### config.mk
export PLATFORM = sky130hd
export DESIGN_NAME = mul8_seq_arbiter
export DESIGN_NICKNAME = d
export VERILOG_FILES = /design/src/rtl/mul_ctrl_pkg.sv /design/src/rtl/mul4x4_core.sv /design/src/rtl/mul8_seq_arbiter.sv
export SDC_FILE = /design/constraint.sdc
export NUM_CORES = 1
export LEC_CHECK = 0
export BUFFER_PORTS_ARGS = -buffer_cell sky130_fd_sc_hd__buf_2
export CORE_MARGIN = 5
export CORE_UTILIZATION = 57
export DETAILED_ROUTE_END_ITERATION = 8
export HOLD_SLACK_MARGIN = 0.12
export PLACE_DENSITY_LB_ADDON = 0.08
export SYNTH_ARGS = -nofsm -noshare
export SYNTH_HDL_FRONTEND = slang
export SYNTH_SLANG_ARGS = --single-unit
### constraint.sdc
create_clock -name clk -period 6.47 [get_ports clk]
set_input_delay 1.294 -clock clk [delete_from_list [all_inputs] [get_ports clk]]
set_output_delay 1.294 -clock clk [all_outputs]
set_load 0.005 [all_outputs]
### src/rtl/mul_ctrl_pkg.sv
// Shared types and constants for the sequenced 8x8 multiplier arbiter.
package mul_ctrl_pkg;

    localparam int unsigned SLICE_W = 4;
    localparam int unsigned OP_W    = 8;
    localparam int unsigned PROD_W  = 16;

    typedef enum logic [1:0] {
        IDLE = 2'd0,
        MUL  = 2'd1,
        DONE = 2'd2
    } state_e;

    typedef struct packed {
        logic [OP_W-1:0] a;
        logic [OP_W-1:0] b;
    } operand_t;

    // Left shift applied to each 4x4 partial product, indexed by step.
    localparam int unsigned STEP_SHIFT [4] = '{0, 4, 4, 8};

    function automatic int unsigned step_shift(input logic [1:0] step);
        return STEP_SHIFT[step];
    endfunction

endpackage

### src/rtl/mul4x4_core.sv
// Combinational 4x4 -> 8-bit unsigned multiplier: AND-gated partial-product rows plus adder.
module mul4x4_core
    import mul_ctrl_pkg::*;
(
    input  logic [SLICE_W-1:0]   a,
    input  logic [SLICE_W-1:0]   b,
    output logic [2*SLICE_W-1:0] p
);

    localparam int unsigned P_W = 2 * SLICE_W;

    logic [P_W-1:0] row [SLICE_W];

    for (genvar i = 0; i < SLICE_W; i++) begin : g_row
        assign row[i] = P_W'(a & {SLICE_W{b[i]}}) << i;
    end

    always_comb begin
        p = '0;
        for (int i = 0; i < SLICE_W; i++) begin
            p = p + row[i];
        end
    end

endmodule

### src/rtl/mul8_seq_arbiter.sv
// Round-robin arbiter sharing one 4x4 multiplier core; each 8x8 product takes four core steps.
module mul8_seq_arbiter
    import mul_ctrl_pkg::*;
#(
    parameter int unsigned NREQ = 2,
    parameter int unsigned ID_W = 1
) (
    input  logic                 clk,
    input  logic                 rst_n,
    input  logic [NREQ-1:0]      req_valid,
    output logic [NREQ-1:0]      req_ready,
    input  logic [NREQ*OP_W-1:0] req_a,
    input  logic [NREQ*OP_W-1:0] req_b,
    output logic                 rsp_valid,
    input  logic                 rsp_ready,
    output logic [PROD_W-1:0]    rsp_prod,
    output logic [ID_W-1:0]      rsp_id,
    output logic                 busy
);

    state_e              state_q, state_d;
    logic [ID_W-1:0]     rr_ptr_q, rr_ptr_d;
    logic [ID_W-1:0]     id_q, id_d;
    logic [1:0]          step_q, step_d;
    logic [PROD_W-1:0]   acc_q, acc_d;
    operand_t            op_q, op_d;
    logic [PROD_W-1:0]   prod_q, prod_d;
    logic [ID_W-1:0]     rsp_id_q, rsp_id_d;
    logic                rsp_valid_q, rsp_valid_d;
    logic                busy_q, busy_d;

    logic [ID_W-1:0]     grant;
    logic                found;
    logic [NREQ-1:0]     req_ready_c;
    logic [NREQ-1:0]     rot_valid;
    int unsigned         idx;

    logic [SLICE_W-1:0]   core_a, core_b;
    logic [2*SLICE_W-1:0] core_p;
    logic [PROD_W-1:0]    pp_shifted;

    // First valid requester at or after rr_ptr, wrapping.
    always_comb begin
        grant     = '0;
        found     = 1'b0;
        idx       = 0;
        rot_valid = '0;
        for (int unsigned k = 0; k < NREQ; k++) begin
            idx       = (32'(rr_ptr_q) + k) % NREQ;
            rot_valid = req_valid >> idx;
            if (!found && rot_valid[0]) begin
                grant = ID_W'(idx);
                found = 1'b1;
            end
        end
    end

    // step[1] picks the high nibble of a, step[0] the high nibble of b.
    assign core_a = step_q[1] ? op_q.a[7:4] : op_q.a[3:0];
    assign core_b = step_q[0] ? op_q.b[7:4] : op_q.b[3:0];

    mul4x4_core u_core (
        .a (core_a),
        .b (core_b),
        .p (core_p)
    );

    assign pp_shifted = PROD_W'(core_p) << step_shift(step_q);

    always_comb begin
        state_d     = state_q;
        rr_ptr_d    = rr_ptr_q;
        id_d        = id_q;
        step_d      = step_q;
        acc_d       = acc_q;
        op_d        = op_q;
        prod_d      = prod_q;
        rsp_id_d    = rsp_id_q;
        rsp_valid_d = rsp_valid_q;
        req_ready_c = '0;

        case (state_q)
            IDLE: begin
                if (found) begin
                    req_ready_c = NREQ'(1) << grant;
                    op_d.a      = OP_W'(req_a >> (32'(grant) * OP_W));
                    op_d.b      = OP_W'(req_b >> (32'(grant) * OP_W));
                    id_d        = grant;
                    acc_d       = '0;
                    step_d      = 2'd0;
                    rr_ptr_d    = ID_W'((32'(grant) + 1) % NREQ);
                    state_d     = MUL;
                end
            end
            MUL: begin
                acc_d  = acc_q + pp_shifted;
                step_d = step_q + 2'd1;
                if (step_q == 2'd3) begin
                    prod_d      = acc_q + pp_shifted;
                    rsp_id_d    = id_q;
                    rsp_valid_d = 1'b1;
                    state_d     = DONE;
                end
            end
            DONE: begin
                if (rsp_ready) begin
                    rsp_valid_d = 1'b0;
                    state_d     = IDLE;
                end
            end
            default: begin
                state_d = IDLE;
            end
        endcase

        busy_d = (state_d != IDLE);
    end

    always_ff @(posedge clk or negedge rst_n) begin
        if (!rst_n) begin
            state_q     <= IDLE;
            rr_ptr_q    <= '0;
            id_q        <= '0;
            step_q      <= 2'd0;
            acc_q       <= '0;
            op_q        <= '0;
            prod_q      <= '0;
            rsp_id_q    <= '0;
            rsp_valid_q <= 1'b0;
            busy_q      <= 1'b0;
        end else begin
            state_q     <= state_d;
            rr_ptr_q    <= rr_ptr_d;
            id_q        <= id_d;
            step_q      <= step_d;
            acc_q       <= acc_d;
            op_q        <= op_d;
            prod_q      <= prod_d;
            rsp_id_q    <= rsp_id_d;
            rsp_valid_q <= rsp_valid_d;
            busy_q      <= busy_d;
        end
    end

    // Accept strobe is a same-cycle reply to req_valid; held low while in reset.
    assign req_ready = rst_n ? req_ready_c : '0;
    assign rsp_valid = rsp_valid_q;
    assign rsp_prod  = prod_q;
    assign rsp_id    = rsp_id_q;
    assign busy      = busy_q;

endmodule

* After elaboration in Yosys (flattened, before gate mapping)
Cells that the tools add are included.
** Storage, ports and cells
- Word-level logic and storage cells :: 69
- Memories :: 0
- Memory bits (read-only) :: 0
- Bits in registers :: 57
- Latch bits :: 0
- Output and inout port bits :: 21
- Memory bits (writable) :: 0
** Operators by class
- Reductions and logical operators :: 10
- Multipliers :: 0
- Add/sub/neg operators :: 7
- Bitwise logic cells :: 5
- Mux-type cells :: 23
- Div/mod/pow operators :: 0
- Equal/unequal tests :: 6
- Shift operators :: 6
- $lt $le $gt $ge :: 1
** Operators with widths (number)
- $bmux W32 S2 :: 1
- $mux W32 :: 2
- $pmux W16 S2 :: 1
- $shl A8 B32 Y16 :: 1
- $shr A16 B4 Y8 :: 2
- $add A16 B16 Y16 :: 1
- $and A4 B4 Y4 :: 4
- $mux W16 :: 1
- $mux W2 :: 7
- $add A8 B6 Y8 :: 1
- $add A8 B7 Y8 :: 1
- $add A8 B8 Y8 :: 1
- $mux W4 :: 2
- $mux W1 :: 6
- $ne A2 B2 Y1 const B :: 3
- $pmux W2 S3 :: 1
- $reduce_and A2 Y1 :: 3
- $reduce_bool A2 Y1 :: 3
- $eq A2 B2 Y1 const B :: 2
- $pmux W2 S2 :: 1
- $shr A2 B1 Y1 :: 2
- $ge A3 B3 Y1 const B :: 1
- $not A2 Y3 :: 1
- $reduce_and A3 Y1 :: 1
- other kinds (8) :: 9

* Depth between registers and ports, before layout
- Depth in word-level cells :: 9
- Depth in mapped cells :: 20
- Gate-level depth less buffers :: 19

* Hierarchy
From an unflattened synthesis, not the netlist that was laid out.
** Unflattened totals
- Cells, all modules :: 419
- Area total of the unflattened synthesis :: 3781.1 sq um
** Modules (own cells, without submodules)
- mul8_seq_arbiter :: seq. area each 1426.4 sq um, area an instance 3395.8 sq um, cells each 377, instances 1
- mul4x4_core :: seq. area each 0.0 sq um, area an instance 385.4 sq um, cells each 42, instances 1

* Least setup slack after synthesis
Ideal clock, no wire load.
- Path type :: register -> register
- From :: reg step_q[0]
- To :: reg prod_q[14], in the netlist rsp_prod[14]
- Setup time :: 0.131 ns
- Cell stages (with the launch flop) :: 21
- Arrival time :: 4.711 ns
- Setup slack :: 1.627 ns
- Required time :: 6.339 ns
- Path through :: dfrtp_1 -> clkbuf_1 -> mux2i_1 -> nor2_1 -> fa_1 -> inv_1 -> fa_1 -> inv_1 -> ha_1 -> fa_1 -> a21o_1 -> a21oi_1 -> xnor2_1 -> a22o_1 -> ha_1 -> and2_1 -> nand3_1 -> nand2_1 -> a31oi_4 -> and4bb_2 -> or3_1
** On the way
- Longest elaborated chain between the ends :: 7
- Elaborated cells on any way between the ends :: 16
- Classes of those cells :: add/sub: 4; eq/ne: 1; shift: 1; mux: 4; bitwise: 5; reduce/logical: 1
** RTL lines
- from (decl) :: line mul8_seq_arbiter.sv:24 : logic [1:0] step_q, step_d;
- from (signal assigned) :: line mul8_seq_arbiter.sv:135 : step_q <= step_d;
- $mux W4 :: line mul8_seq_arbiter.sv:60 : assign core_b = step_q[0] ? op_q.b[7:4] : op_q.b[3:0];
- $and A4 B4 Y4 :: line mul4x4_core.sv:15 : assign row[i] = P_W'(a & {SLICE_W{b[i]}}) << i;
- $add A8 B8 Y8 :: line mul4x4_core.sv:21 : p = p + row[i];
- $add A8 B6 Y8 :: line mul4x4_core.sv:21
- $add A8 B7 Y8 :: line mul4x4_core.sv:21
- $shl A8 B32 Y16 :: line mul8_seq_arbiter.sv:68 : assign pp_shifted = PROD_W'(core_p) << step_shift(step_q);
- $add A16 B16 Y16 :: line mul8_seq_arbiter.sv:99 : prod_d = acc_q + pp_shifted;
- to (signal assigned) :: line mul8_seq_arbiter.sv:138 : prod_q <= prod_d;
- to (decl) :: line mul8_seq_arbiter.sv:27 : logic [PROD_W-1:0] prod_q, prod_d;
Several ways; a longest one is shown, not always the timed one. The select of a mux whose other input is x is not followed.
A chain may end at the register's enable or synchronous reset.

* Worst setup path in the final report
- From :: reg step_q[1]
- To :: reg acc_q[13]
** On the way
- Longest elaborated chain between the ends :: 8
- Elaborated cells on any way between the ends :: 15
- Classes of those cells :: add/sub: 4; shift: 1; mux: 5; bitwise: 5
** RTL lines
- $mux W4 :: line mul8_seq_arbiter.sv:59 : assign core_a = step_q[1] ? op_q.a[7:4] : op_q.a[3:0];
- $and A4 B4 Y4 :: line mul4x4_core.sv:15
- $add A8 B8 Y8 :: line mul4x4_core.sv:21
- $add A8 B6 Y8 :: line mul4x4_core.sv:21
- $add A8 B7 Y8 :: line mul4x4_core.sv:21
- $shl A8 B32 Y16 * :: line mul8_seq_arbiter.sv:68
- $add A16 B16 Y16 * :: line mul8_seq_arbiter.sv:96 : acc_d = acc_q + pp_shifted;
- $pmux W16 S2 * :: line mul8_seq_arbiter.sv:82 : case (state_q)
- to (signal assigned) :: line mul8_seq_arbiter.sv:125 : acc_q <= '0;
- to (signal assigned) :: line mul8_seq_arbiter.sv:136 : acc_q <= acc_d;
- to (decl) :: line mul8_seq_arbiter.sv:25 : logic [PROD_W-1:0] acc_q, acc_d;
Every way passes the cells marked *; elsewhere a longest branch is shown, timed or not. The select of a mux whose other input is x is not followed.

==> flow_metrics.tcl <==
set metrics [dict create \
    outcome "complete, no violations" \
    reg2reg_depth 18 \
    areaGrowthSynthToFinish_pct 15.4 \
    synth_cell_types 45 \
    cp.depth 18 \
    synth_area_leaders "dfrtp_1, ha_1, nand2_1, o21ai_0, mux2i_1" \
    rrSetupSlack_ns 1.14 \
    synth_seq_cells 57 \
    slowest_delay_ns 0.56 \
    cts_max_level 3 \
    synthFlopType "dfrtp_1" \
    syn_avg_cell_area_um2 9.09 \
    dpl_cell_area_um2 3960 \
    holdBufCountCts 0 \
    mostFrequentLayoutCells "nand2_1, dfrtp_1, buf_2, o21ai_0, nor2_1" \
    grt_max_degree 40 \
    synth_compound_area_share_pct 17.4 \
    crit_start "step_q[1]" \
    power_w 0.00259 \
    slowest_stage "a2111oi_0" \
    grt_first_pass_wirelength_um 14000 \
    synth_fp_nets 468 \
    die_h_um 89.8 \
    path_cells "mux2i_1 -> nor2_1 -> fa_1 -> inv_1 -> fa_1 -> inv_1 -> ha_1 -> fa_1 -> a21o_1 -> mux2_2 -> o21a_1 -> ha_1 -> inv_1 -> a2111oi_0 -> nor2_1 -> o211ai_1 -> xnor2_1 -> o21ai_0" \
    drt-total-wl_um 8280 \
    cts_sinks 57 \
    hold_start "op_q[10]" \
    grt_pass1_vias 2859 \
    synth_fa_ha_area_share_pct 12.3 \
    ioPinCount 58 \
    endpoint_kind "flop" \
    routed_via_density 5.71 \
    power_density_nw_per_um2 620 \
    finalSetupViolCount 0 \
    syn_inst 399 \
    synthArstFlopShare_pct 100 \
    hold_viol_final 0 \
    drv_slew 0 \
    ant_nets 0 \
    core_um2 6280 \
    worstPathArrival_ns 5.53 \
    setup_tns_ns 0 \
    cts_resized 0 \
    yosysWarnings 0 \
    overflow 0 \
    worst_pin_slew_ns 0.949 \
    synth_top_cell_by_area "dfrtp_1" \
    cts_root_buffer "clkbuf_8" \
    num_rows 29 \
    max_slew_margin_pct 36.6 \
    period_minus_slack_ns 5.33 \
    max-cap-violations 0 \
    crit_required_ns 6.67 \
    n_fill_cell 528 \
    cts_buffer_depth 2 \
    cp_max_fo 6 \
    syn_area_um2 3630 \
    whs_path_depth 2 \
    leakage_nw 2.14 \
    final_layout_size_suffix_gt1_share_pct 19.5 \
    numCtsBuffers 9 \
    holdWs_ns 0.473 \
    clkLatencyLatePin_ns 0.36 \
    antenna_found_initial 0 \
    final_nets 520 \
    post-route-util_pct 66.7 \
    grt_usage_pct 21.2 \
    hold_path.class "reg2reg" \
    postCtsSetupRepairBufs 0 \
    initial_core_util_pct 57.8 \
    clk_pin_slew_ns 0.08 \
    fp.dieArea_um2 8060 \
    synth_xor_area_share_pct 4.11 \
    ir_drop_v 0.000405 \
    gp_congestion 0.908 \
    rsz0062_at_grt "no" \
    post-route-period-util_pct 82.3 \
    crit_family "adder cells" \
    firstDrtPassIters 4 \
    synth_top_family_by_area "simple AND/OR/NAND/NOR gates" \
    drc 0 \
    n_antenna_cell 0 \
    yosys-mux-area-fraction_pct 5.66 \
    portBuffers 57 \
    fin_skew_ns 0.0109 \
    cts_tree "yes" \
    final_common_cell "nand2_1" \
    die_w_um 89.8 \
    crit_path_start_kind "flop" \
    post_drt_wl_per_cell_um 15.5 \
    yosys.area_share.simple_pct 18.4 \
    r2r_end "acc_q[13]" \
    design_area_um2 4190 \
    drt_iter0_drc 147 \
    hpwl_um 6140 \
    worstReg2RegStart "step_q[1]" \
    hold_path_end "op_q[10]" \
    synth_edf_count 0 \
    ys_seq_area_share_pct 39.3 \
    synth_top_area_share_pct 39.3 \
    via_count 3046 \
    worstSetupPathType "reg2reg" \
    crit_buf_inv 3 \
    clock.fmax_ghz 0.188 \
]
cell type report:
class                      instances  area [um2]  area share, %
multi-input combinational        316        2100           50.3
sequential                        57        1430           34.1
timing repair buffer              59         300           7.17
clock buffer                      11         151           3.62
tap                               77        96.3           2.30
clock inverter                     5        77.6           1.85
inverter                           8        30.0          0.717
synthesized netlist by cell type (7+ instances only):
cell type,n
a21o_1,8
a21oi_1,18
a22oi_1,11
clkbuf_1,16
dfrtp_1,57
ha_1,26
inv_1,8
mux2i_1,16
nand2_1,64
nand3_1,19
nor2_1,32
o21ai_0,42
xnor2_1,10
xor2_1,7
worst max-delay path by stage:
stage	to	slack, ns
2_1_floorplan	rsp_prod[14]	1.63
3_3_place_gp	acc_q[15]	1.44
3_5_place_dp	acc_q[13]	1.19
4_1_cts	acc_q[13]	1.16
5_1_grt	rsp_prod[15]	0.75
6_report	acc_q[13]	1.14
worst min-delay path, stage by stage, from the launching register on:
cell and delay [ns]:
dfrtp_1 0.35, nand2_1 0.05, nand2_1 0.05
registers in the layout, summed over array words and instances, names as in the netlist, 2 cells and up:
name,count
acc_q,16
op_q,16
rsp_prod,16
state_q,2
step_q,2
stage by stage:
step	worst slack, ns	std cells
CTS	1.16	533
floorplan	1.63	399
finish	1.14	533
detailed placement	1.19	517
global route	0.749	533
global placement	1.44	517
cell families after synthesis:
family / count (synthesis)
AND/OR/NAND/NOR: 147
AO/OA/AOI/OAI: 100
flip-flops: 57
adder cells (fa/ha/maj): 32
buffers and inverters: 26
multiplexers: 20
XOR/XNOR: 17
power by group:
part | internal [W] | leakage [nW] | total, W | switching (W)
registers | 0.000518 | 0.720 | 0.000621 | 0.000103
clock network | 0.000236 | 0.115 | 0.000393 | 0.000157
logic | 0.000628 | 1.30 | 0.00158 | 0.000952
total | 0.00138 | 2.14 | 0.00259 | 0.00121
layer usage:
layer  wire length [um]  GRT usage, %  up-vias  share of wire [%]
li1                   -             -     1505                  -
met1               3890          29.2     1467                 47
met2               3860          32.2       61                 47
met3                370          5.26       13                4.5
met4                157          8.06        0                1.9
met5                  0             0        -                  0
(Power assumes the default switching activity.)
